$ cat config.mk
export PLATFORM = sky130hd
export DESIGN_NAME = fp_mul_sched_flat
export DESIGN_NICKNAME = d
export VERILOG_FILES = /design/src/rtl/fp_mul_sched_if.sv /design/src/rtl/fp_mul_sched.sv /design/src/flat_wrapper.sv
export SDC_FILE = /design/constraint.sdc
export NUM_CORES = 1
export LEC_CHECK = 0
export ABC_AREA = 1
export BUFFER_PORTS_ARGS = -buffer_cell sky130_fd_sc_hd__buf_2
export CAP_MARGIN = 5
export CORE_AREA = 10 10 146 148
export CTS_BUF_LIST = sky130_fd_sc_hd__clkbuf_4
export DETAILED_ROUTE_END_ITERATION = 8
export DIE_AREA = 0 0 156 158
export PLACE_DENSITY = 0.68
export SETUP_SLACK_MARGIN = 0.2
export SLEW_MARGIN = 10
export SYNTH_ARGS = -nofsm -noshare
export SYNTH_HDL_FRONTEND = slang
export SYNTH_SLANG_ARGS = --single-unit
$ cat constraint.sdc
create_clock -name clk -period 5.65 [get_ports clk]
set_input_delay 0.2825 -clock clk [delete_from_list [all_inputs] [get_ports clk]]
set_output_delay 0.2825 -clock clk [all_outputs]
set_load 0.02 [all_outputs]
$ cat src/rtl/fp_mul_sched_if.sv
// Bundle of requester, shared-multiplier and result-consumer signals for fp_mul_sched.
// slave is the scheduler's view; master is the surrounding requesters/multiplier/consumer.
interface fp_mul_sched_if #(
  parameter int NUM_REQ = 4,
  parameter int DATA_W  = 32,
  parameter int ID_W    = 2
);
  logic [NUM_REQ-1:0]        req_valid_i;
  logic [NUM_REQ-1:0]        req_ready_o;
  logic [NUM_REQ*DATA_W-1:0] req_a_i;
  logic [NUM_REQ*DATA_W-1:0] req_b_i;
  logic [DATA_W-1:0]         mul_a_o;
  logic [DATA_W-1:0]         mul_b_o;
  logic [DATA_W-1:0]         mul_res_i;
  logic                      res_valid_o;
  logic                      res_ready_i;
  logic [ID_W-1:0]           res_id_o;
  logic [DATA_W-1:0]         res_data_o;
  logic                      busy_o;

  modport slave (
    input  req_valid_i, req_a_i, req_b_i, mul_res_i, res_ready_i,
    output req_ready_o, mul_a_o, mul_b_o, res_valid_o, res_id_o, res_data_o, busy_o
  );

  modport master (
    output req_valid_i, req_a_i, req_b_i, mul_res_i, res_ready_i,
    input  req_ready_o, mul_a_o, mul_b_o, res_valid_o, res_id_o, res_data_o, busy_o
  );
endinterface

$ cat src/rtl/fp_mul_sched.sv
// Round-robin scheduler feeding one shared external fp_mul via an operand stage (S1)
// and a result stage (S2). Define FP_MUL_SCHED_FIXED_PRIO_EN for lowest-index-wins priority.
module fp_mul_sched #(
  parameter int NUM_REQ = 4,
  parameter int DATA_W  = 32,
  parameter int ID_W    = $clog2(NUM_REQ)
) (
  input  logic          clk,
  input  logic          rst,
  fp_mul_sched_if.slave bus
);
  logic              r_s1_vld;
  logic [ID_W-1:0]   r_s1_id;
  logic [DATA_W-1:0] r_mul_a;
  logic [DATA_W-1:0] r_mul_b;
  logic              r_res_valid;
  logic [ID_W-1:0]   r_res_id;
  logic [DATA_W-1:0] r_res_data;

  logic               w_s2_adv;
  logic               w_s1_free;
  logic               w_grant_vld;
  logic               w_grant_en;
  logic [ID_W-1:0]    w_grant_id;
  logic [NUM_REQ-1:0] w_grant_vec;
  logic [ID_W-1:0]    w_rr_ptr;

  assign w_s2_adv  = r_s1_vld && (!r_res_valid || bus.res_ready_i);
  assign w_s1_free = !r_s1_vld || w_s2_adv;

  // Search for the first valid requester starting at the pointer, wrapping at NUM_REQ-1.
  always_comb begin
    logic [ID_W:0] v_sum;
    logic [ID_W:0] v_idx;
    logic          v_hit;
    w_grant_vld = 1'b0;
    w_grant_id  = '0;
    v_sum       = '0;
    v_idx       = '0;
    v_hit       = 1'b0;
    for (int i = 0; i < NUM_REQ; i++) begin
      v_sum       = {1'b0, w_rr_ptr} + (ID_W+1)'(i);
      v_idx       = (v_sum >= (ID_W+1)'(NUM_REQ)) ? (v_sum - (ID_W+1)'(NUM_REQ)) : v_sum;
      v_hit       = !w_grant_vld && bus.req_valid_i[v_idx[ID_W-1:0]];
      w_grant_id  = v_hit ? v_idx[ID_W-1:0] : w_grant_id;
      w_grant_vld = w_grant_vld | v_hit;
    end
  end

  assign w_grant_en      = w_grant_vld && w_s1_free && !rst;
  assign w_grant_vec     = w_grant_en ? (NUM_REQ'(1) << w_grant_id) : '0;
  assign bus.req_ready_o = w_grant_vec;

`ifdef FP_MUL_SCHED_FIXED_PRIO_EN
  assign w_rr_ptr = '0;
`else
  logic [ID_W-1:0] r_rr_ptr;
  logic [ID_W-1:0] w_ptr_nxt;

  assign w_ptr_nxt = (w_grant_id == ID_W'(NUM_REQ-1)) ? '0 : (w_grant_id + ID_W'(1));
  assign w_rr_ptr  = r_rr_ptr;

  // Pointer moves past the winner only on an actual transfer.
  always_ff @(posedge clk) begin
    if (rst) begin
      r_rr_ptr <= '0;
    end else if (w_grant_en) begin
      r_rr_ptr <= w_ptr_nxt;
    end else begin
      r_rr_ptr <= r_rr_ptr;
    end
  end
`endif

  // Two-stage pipeline: pop of S2, S1->S2 advance and a new grant into S1 may share a cycle.
  always_ff @(posedge clk) begin
    if (rst) begin
      r_s1_vld    <= 1'b0;
      r_s1_id     <= '0;
      r_mul_a     <= '0;
      r_mul_b     <= '0;
      r_res_valid <= 1'b0;
      r_res_id    <= '0;
      r_res_data  <= '0;
    end else begin
      if (w_s2_adv) begin
        r_res_valid <= 1'b1;
        r_res_id    <= r_s1_id;
        r_res_data  <= bus.mul_res_i;
      end else if (r_res_valid && bus.res_ready_i) begin
        r_res_valid <= 1'b0;
      end else begin
        r_res_valid <= r_res_valid;
      end

      if (w_grant_en) begin
        r_s1_vld <= 1'b1;
        r_s1_id  <= w_grant_id;
        r_mul_a  <= bus.req_a_i[int'(w_grant_id)*DATA_W +: DATA_W];
        r_mul_b  <= bus.req_b_i[int'(w_grant_id)*DATA_W +: DATA_W];
      end else if (w_s2_adv) begin
        r_s1_vld <= 1'b0;
      end else begin
        r_s1_vld <= r_s1_vld;
      end
    end
  end

  assign bus.mul_a_o     = r_mul_a;
  assign bus.mul_b_o     = r_mul_b;
  assign bus.res_valid_o = r_res_valid;
  assign bus.res_id_o    = r_res_id;
  assign bus.res_data_o  = r_res_data;
  assign bus.busy_o      = r_s1_vld || r_res_valid;
endmodule

$ cat src/flat_wrapper.sv
// flat-port wrapper written by rule: the top's interface ports become plain ports
module fp_mul_sched_flat 
#(
  parameter int NUM_REQ = 4,
  parameter int DATA_W  = 32,
  parameter int ID_W    = $clog2(NUM_REQ)
)
  (clk, rst, bus_req_valid_i, bus_req_a_i, bus_req_b_i, bus_mul_res_i, bus_res_ready_i, bus_req_ready_o, bus_mul_a_o, bus_mul_b_o, bus_res_valid_o, bus_res_id_o, bus_res_data_o, bus_busy_o);
  fp_mul_sched_if #(.NUM_REQ(NUM_REQ), .DATA_W(DATA_W), .ID_W(ID_W)) bus_i ();
  input  logic clk;
  input  logic rst;
  input wire logic [$bits(bus_i.req_valid_i)-1:0] bus_req_valid_i;
  input wire logic [$bits(bus_i.req_a_i)-1:0] bus_req_a_i;
  input wire logic [$bits(bus_i.req_b_i)-1:0] bus_req_b_i;
  input wire logic [$bits(bus_i.mul_res_i)-1:0] bus_mul_res_i;
  input wire logic [$bits(bus_i.res_ready_i)-1:0] bus_res_ready_i;
  output wire logic [$bits(bus_i.req_ready_o)-1:0] bus_req_ready_o;
  output wire logic [$bits(bus_i.mul_a_o)-1:0] bus_mul_a_o;
  output wire logic [$bits(bus_i.mul_b_o)-1:0] bus_mul_b_o;
  output wire logic [$bits(bus_i.res_valid_o)-1:0] bus_res_valid_o;
  output wire logic [$bits(bus_i.res_id_o)-1:0] bus_res_id_o;
  output wire logic [$bits(bus_i.res_data_o)-1:0] bus_res_data_o;
  output wire logic [$bits(bus_i.busy_o)-1:0] bus_busy_o;
  assign bus_i.req_valid_i = bus_req_valid_i;
  assign bus_i.req_a_i = bus_req_a_i;
  assign bus_i.req_b_i = bus_req_b_i;
  assign bus_i.mul_res_i = bus_mul_res_i;
  assign bus_i.res_ready_i = bus_res_ready_i;
  assign bus_req_ready_o = bus_i.req_ready_o;
  assign bus_mul_a_o = bus_i.mul_a_o;
  assign bus_mul_b_o = bus_i.mul_b_o;
  assign bus_res_valid_o = bus_i.res_valid_o;
  assign bus_res_id_o = bus_i.res_id_o;
  assign bus_res_data_o = bus_i.res_data_o;
  assign bus_busy_o = bus_i.busy_o;
  fp_mul_sched #(.NUM_REQ(NUM_REQ), .DATA_W(DATA_W), .ID_W(ID_W)) u_core (.clk(clk), .rst(rst), .bus(bus_i));
endmodule
# --- After elaboration in Yosys (flattened, before gate mapping) ---
# Index checks and enable logic that the tools add are counted.
totals:
  in_bits: 295
  register_bits: 104
  out_inout_bits: 104
classes:
  reduce_logical: 18
  n_lt_le_gt_ge: 8
  bitwise_logic: 3
  muxes: 22
  shifts: 3
  eq_ne: 1
  n_addsub: 8
op_table:
  columns: ["operator", "n"]
  rows:
  - ["$shiftx 128x8->32", 2]
  - ["$mux 2", 9]
  - ["$lt 2x3->1 const B", 4]
  - ["$ge 3x3->1 const B", 3]
  - ["$bmux 1 s2", 4]
  - ["$mux 1", 8]
  - ["$sub 2x1->2 const B", 4]
  - ["$logic_and 1x1->1", 7]
  - ["$add 2x2->3 const B", 2]
  - ["$logic_not 1->1", 6]
  - ["$mux 4", 1]
  - ["$reduce_bool 2->1", 2]
  - ["$shl 1x2->4 const A", 1]
  - ["$add 2x1->3 const B", 1]
  - ["$ge 2x3->1 const B", 1]
  - ["$logic_or 1x1->1", 3]
  - ["$or 1x1->1", 3]
  - ["$add 2x1->2 const B", 1]
  - ["$eq 2x2->1 const B", 1]

# --- Longest topological paths before layout ---
logic_depth:
  depth_word: 16
  ltp_mapped: 17
  mapped_depth_nobuf: 14

# --- Least setup slack after synthesis ---
# No wires, ideal clock.
synth_path:
  path_kind: "flip-flop to output port"
  startpoint: "reg u_core.r_rr_ptr[0]"
  endpoint: "out bus_req_ready_o[3]"
  required_time_ns: 5.368
  path_stages_with_launch: 14
  t_arrival_ns: 1.960
  path_buffers: 3
  slack_ns: 3.407
  path_cell_list: "dfxtp_1 > buf_6 > inv_4 > nand2_1 > nand3_1 > nand2_1 > nor2_2 > nand3_1 > nand3_2 > buf_2 > buf_4 > ha_1 > inv_1 > nor2_1"
synth_between:
  elab_chain_cells: 16
  elab_cells_between_ends: 40
  cone_classes: "add/sub: 7; order compare: 4; shift: 1; mux: 17; bitwise: 3; reduce/logical: 8"
synth_lines:
  columns: ["element", "line", "text"]
  rows:
  - ["from (decl)", "fp_mul_sched.sv:57", "logic [ID_W-1:0] r_rr_ptr;"]
  - ["from (signal assigned)", "fp_mul_sched.sv:68", "r_rr_ptr <= w_ptr_nxt;"]
  - ["from (signal assigned)", "fp_mul_sched.sv:70", "r_rr_ptr <= r_rr_ptr;"]
  - ["$add 2x1->3, or another cell as far along", "fp_mul_sched.sv:42", "v_sum = {1'b0, w_rr_ptr} + (ID_W+1)'(i);"]
  - ["$ge 3x3->1, or another cell as far along", "fp_mul_sched.sv:43", "v_idx = (v_sum >= (ID_W+1)'(NUM_REQ)) ? (v_sum - (ID_W+1)'(NUM_REQ)) : v_sum;"]
  - ["$mux 2 or $bmux 1 s2 (tied branches)", "fp_mul_sched.sv:43, fp_mul_sched.sv:44", null]
  - ["$bmux 1 s2 or $mux 1 (tied branches)", "fp_mul_sched.sv:44", "v_hit = !w_grant_vld && bus.req_valid_i[v_idx[ID_W-1:0]];"]
  - ["$mux 1 (not written as such) or $logic_not 1->1 (tied branches)", "fp_mul_sched.sv:44", null]
  - ["$logic_and 1x1->1", "fp_mul_sched.sv:44", null]
  - ["$or 1x1->1", "fp_mul_sched.sv:46", "w_grant_vld = w_grant_vld | v_hit;"]
  - ["$logic_not 1->1", "fp_mul_sched.sv:44", null]
  - ["$logic_and 1x1->1", "fp_mul_sched.sv:44", null]
  - ["$or 1x1->1", "fp_mul_sched.sv:46", null]
  - ["$logic_not 1->1", "fp_mul_sched.sv:44", null]
  - ["$logic_and 1x1->1", "fp_mul_sched.sv:44", null]
  - ["$or 1x1->1", "fp_mul_sched.sv:46", null]
  - ["$logic_and 1x1->1 (2 in a row)", "fp_mul_sched.sv:50", "assign w_grant_en = w_grant_vld && w_s1_free && !rst;"]
  - ["$mux 4 (*)", "fp_mul_sched.sv:51", "assign w_grant_vec = w_grant_en ? (NUM_REQ'(1) << w_grant_id) : '0;"]
  - ["to (decl)", "flat_wrapper.sv:17", "output wire logic [$bits(bus_i.req_ready_o)-1:0] bus_req_ready_o;"]
# Mark *: on every way between the ends. The rest lies on a longest branch, timed or not. The select of a mux whose other input is x is not followed.

# --- Final worst setup path ---
# Same ends and word-level chain as after synthesis.

==> qor.json <==
{
  "share_of_layout_cells_above_drive_strength_1": {"value": 27.4, "unit": "%"},
  "dp.final_hpwl": {"value": 21700, "unit": "um"},
  "synth.avg_cell_area": {"value": 5.70, "unit": "um2"},
  "power.switching": {"value": 3340, "unit": "uW"},
  "antenna_violations_before_repair": {"value": 12},
  "yosys.area.top_type": {"value": "sky130_fd_sc_hd__dfxtp_1"},
  "routabilityCongestion": {"value": 0.887},
  "seq_area_frac_synth": {"value": 29.2, "unit": "%"},
  "tns": {"value": 0, "unit": "ns"},
  "mappedNetlistNets": {"value": 1546},
  "regToRegStartpoint": {"value": "u_core.r_rr_ptr[0]"},
  "route.detailed.drc": {"value": 0},
  "fmaxAchievable": {"value": 247, "unit": "MHz"},
  "worst_ep_arrival_time": {"value": 3.76, "unit": "ns"},
  "finalNetCount": {"value": 1895},
  "grtUsageTotal": {"value": 23.4, "unit": "%"},
  "final_setup_violating_endpoints": {"value": 0},
  "cts-buffers-inserted": {"value": 9},
  "wire_length_on_met1": {"value": 12000, "unit": "um"},
  "share_clk_of_total_power": {"value": 7.5, "unit": "%"},
  "synth_top_flop_cell": {"value": "sky130_fd_sc_hd__dfxtp_1"},
  "clock_sinks": {"value": 104},
  "synth.ff_latch_count": {"value": 104},
  "grt_first_pass_wirelength": {"value": 46900, "unit": "um"},
  "final.hold.worst_slack": {"value": 0.0507, "unit": "ns"},
  "min-delay-path-class": {"value": "input port to flop"},
  "initial_core_utilization": {"value": 38.6, "unit": "%"},
  "final.min_clock_period": {"value": 4.04, "unit": "ns"},
  "worst-path-max-fanout": {"value": 49},
  "detail-route-antenna-nets": {"value": 0},
  "r2r.worst_path.cells": {"value": 14},
  "initial_drt_pass_iterations": {"value": 5},
  "power_frac_seq": {"value": 20.9, "unit": "%"},
  "power.ir.vdd_worst": {"value": 492, "unit": "uV"},
  "synth_area_leaders": {"value": "sky130_fd_sc_hd__dfxtp_1 29%, sky130_fd_sc_hd__nand2_1 18%, sky130_fd_sc_hd__nand3_1 15%, sky130_fd_sc_hd__inv_1 13%, sky130_fd_sc_hd__nand4_1 9.7%"},
  "post_layout_nonfiller_instances": {"value": 1844},
  "grt_setup_unrepaired": {"value": "no"},
  "number_of_flops_mapped_to_enable_cells_by_yosys": {"value": 0},
  "muxShareOfSynthArea": {"value": 0, "unit": "%"},
  "timing.critical_path.to_type": {"value": "output port"},
  "worst_setup_path_start_kind": {"value": "flop"},
  "capture_endpoint_of_the_worst_hold_path": {"value": "u_core.bus.res_data_o[6]"},
  "share_of_flip_flops_with_an_asynchronous_set_or_reset_after_synthesis": {"value": 0, "unit": "%"},
  "cellPowerDensity": {"value": 606, "unit": "nW/um2"},
  "clock_h_tree_levels": {"value": 3},
  "core_area": {"value": 18500, "unit": "um2"},
  "dr_wl_met3": {"value": 3280, "unit": "um"},
  "pin_count_of_the_biggest_net_entering_global_routing": {"value": 112},
  "slew_violations": {"value": 0},
  "fin_util": {"value": 51.5, "unit": "%"},
  "yosys.area_share.xor_xnor": {"value": 0, "unit": "%"},
  "required": {"value": 5.37, "unit": "ns"},
  "std_cell_rows": {"value": 50},
  "cts-resized-gates": {"value": 0},
  "ys_warn_count": {"value": 0},
  "via_count": {"value": 9227},
  "topRoutingLayerUsed": {"value": "met5"},
  "dominant_combinational_cell_family_by_area_after_synthesis": {"value": "simple AND/OR/NAND/NOR gates"},
  "number_of_distinct_standard_cells_referenced_by_the_synthesized_netlist": {"value": 24},
  "synthMostInstantiatedCell": {"value": "sky130_fd_sc_hd__nand2_1"},
  "wl": {"value": 30500, "unit": "um"},
  "worstHoldStart": {"value": "bus_mul_res_i[6]"},
  "power_switching_share": {"value": 57.9, "unit": "%"},
  "die_height": {"value": 158, "unit": "um"},
  "min_path_cells": {"value": 3},
  "first_global_vias": {"value": 8873},
  "outcome": {"value": "completed"},
  "slack_of_the_worst_reg_to_reg_path": {"value": 2.20, "unit": "ns"},
  "worstReg2RegEnd": {"value": "u_core.bus.mul_b_o[3]"},
  "route.met2.wl": {"value": 14500, "unit": "um"},
  "power.share.combinational": {"value": 71.5, "unit": "%"},
  "slew_at_the_pin_closest_to_its_max_slew_limit": {"value": 1.22, "unit": "ns"},
  "total_global_routing_overflow": {"value": 0},
  "placed_cells_incl_taps": {"value": 1796},
  "numPortBuffers": {"value": 398},
  "power_report.internal_total": {"value": 2430, "unit": "uW"},
  "synthSimpleGateAreaFrac": {"value": 48.0, "unit": "%"},
  "post_synth_instance_area": {"value": 7120, "unit": "um2"},
  "max_slew_margin": {"value": 18.8, "unit": "%"},
  "drt_iter0_drc": {"value": 605},
  "clkTransAtPathRegs": {"value": 0.20, "unit": "ns"},
  "cts_tree": {"value": "yes"},
  "clock_skew": {"value": 0.0198, "unit": "ns"},
  "placed_cell_area": {"value": 9070, "unit": "um2"},
  "fp.dieArea": {"value": 24600, "unit": "um2"},
  "synth_top_area_share": {"value": 29.2, "unit": "%"},
  "leakage": {"value": 0.00590, "unit": "uW"},
  "syn_to_final_growth": {"value": 33.4, "unit": "%"},
  "synthesis.instances": {"value": 1250},
  "io_pins": {"value": 399},
  "route.detailed.wl_per_inst": {"value": 16.5, "unit": "um"},
  "cts_root_buf": {"value": "sky130_fd_sc_hd__clkbuf_4"},
  "dieWidth": {"value": 156, "unit": "um"},
  "period_share": {"value": 71.5, "unit": "%"},
  "post_synth_most_frequent_cells": {"value": "340 x sky130_fd_sc_hd__nand2_1, 246 x sky130_fd_sc_hd__inv_1, 217 x sky130_fd_sc_hd__nand3_1"},
  "later_pin_clock_latency_in_the_skew_report": {"value": 0.52, "unit": "ns"},
  "bufs_on_longest_clock_path": {"value": 2},
  "post_synth_fa_ha_maj_area_fraction": {"value": 0.176, "unit": "%"},
  "postCtsSetupRepairBufs": {"value": 0},
  "vias_per_cell": {"value": 5.00},
  "stdcell_area": {"value": 9500, "unit": "um2"},
  "drv_cap": {"value": 0},
  "synth-compound-area-share": {"value": 3.06, "unit": "%"},
  "final-hold-violation-count": {"value": 0},
  "worst_setup_path_category": {"value": "flop to output port"}
}
layer usage:
layer  GRT usage [%]  up-vias
li1                -     4621
met1            27.4     4096
met2            38.9      448
met3            8.41       54
met4            7.82        8
met5               0        -
worst max path at each step:
stage	from	endpoint	slack [ns]	cells after the start
final	u_core.r_rr_ptr[0]	bus_req_ready_o[3]	1.61	13
after global routing	u_core.r_rr_ptr[0]	bus_req_ready_o[3]	1.27	13
after CTS	u_core.r_rr_ptr[0]	bus_req_ready_o[3]	1.59	13
after detailed placement	u_core.r_rr_ptr[0]	bus_req_ready_o[3]	2.21	13
after global placement	u_core.r_rr_ptr[0]	bus_req_ready_o[3]	2.23	13
after floorplan	u_core.r_rr_ptr[0]	bus_req_ready_o[3]	3.41	13
layout make-up:
cell class	instances	area (um2)
Tap cell	234	293
Fill cell	1989	8950
Sequential cell	104	2080
Antenna cell	6	15.0
Multi-Input combinational cell	797	3670
Timing Repair Buffer	434	2330
Clock inverter	7	93.8
Inverter	253	952
Clock buffer	9	67.6
through the flow:
stage / power (uW) / setup WS, ns
3_3_place_gp: 5290 / 2.23
4_1_cts: 5800 / 1.59
2_1_floorplan: 4260 / 3.41
5_1_grt: 6350 / 1.27
6_report: 5760 / 1.61
3_5_place_dp: 5330 / 2.21
worst max-delay path, stage by stage, from the launching register on:
cell and delay (ns):
sky130_fd_sc_hd__dfxtp_1 0.61, sky130_fd_sc_hd__inv_4 0.12, sky130_fd_sc_hd__nand2_1 0.10, sky130_fd_sc_hd__nand2_2 0.07, sky130_fd_sc_hd__nand2_1 0.06, sky130_fd_sc_hd__nand2_1 0.07, sky130_fd_sc_hd__nor2_2 0.17, sky130_fd_sc_hd__nand3_4 0.49
sky130_fd_sc_hd__nand3_4 0.68, sky130_fd_sc_hd__inv_2 0.31, sky130_fd_sc_hd__ha_1 0.27, sky130_fd_sc_hd__inv_1 0.05, sky130_fd_sc_hd__nor2_1 0.03, sky130_fd_sc_hd__buf_2 0.19
state kept, by name (all words and copies together) (netlist names):
name	cells
u_core.bus.mul_a_o	32
u_core.bus.mul_b_o	32
u_core.bus.res_data_o	32
u_core.bus.res_id_o	2
u_core.r_rr_ptr	2
u_core.r_s1_id	2
u_core.bus.res_valid_o	1
u_core.r_s1_vld	1
logic make-up (layout without fill, tap and decap cells):
family | after synthesis | count (layout)
compound gates | 43 | 43
fa+ha+maj | 1 | 1
buf+inv | 349 | 703
flops | 104 | 104
other cells | 0 | 6
simple gates | 753 | 753
timing repair:
| item | CTS | global route |
|---|---|---|
| hold buffers | 26 | 0 |
| endpoints found under the hold margin | 28 | 0 |
| endpoints found under the setup margin | 0 | 0 |
power groups by stage:
stage	Clock, uW	Combinational, uW	Sequential, uW
after global placement	0	4080	1210
after CTS	456	4140	1200
final	435	4120	1210
after floorplan	0	2720	1540
after detailed placement	0	4110	1220
after global routing	481	4630	1240
layout by cell type, fill, tap and decap left out, drive strengths merged:
| cell | count |
|---|---|
| nand3 | 221 |
| o31ai | 1 |
| diode | 6 |
| inv | 256 |
| clkbuf | 9 |
| ha | 1 |
| nand4 | 111 |
| nor3 | 1 |
| nor2 | 76 |
| or2 | 1 |
| a21oi | 3 |
| nand2 | 343 |
| dlygate4sd3 | 26 |
| buf | 408 |
| o21ai | 39 |
| dfxtp | 104 |
| clkinv | 4 |
Note: power is estimated with default switching activity, not from simulation.
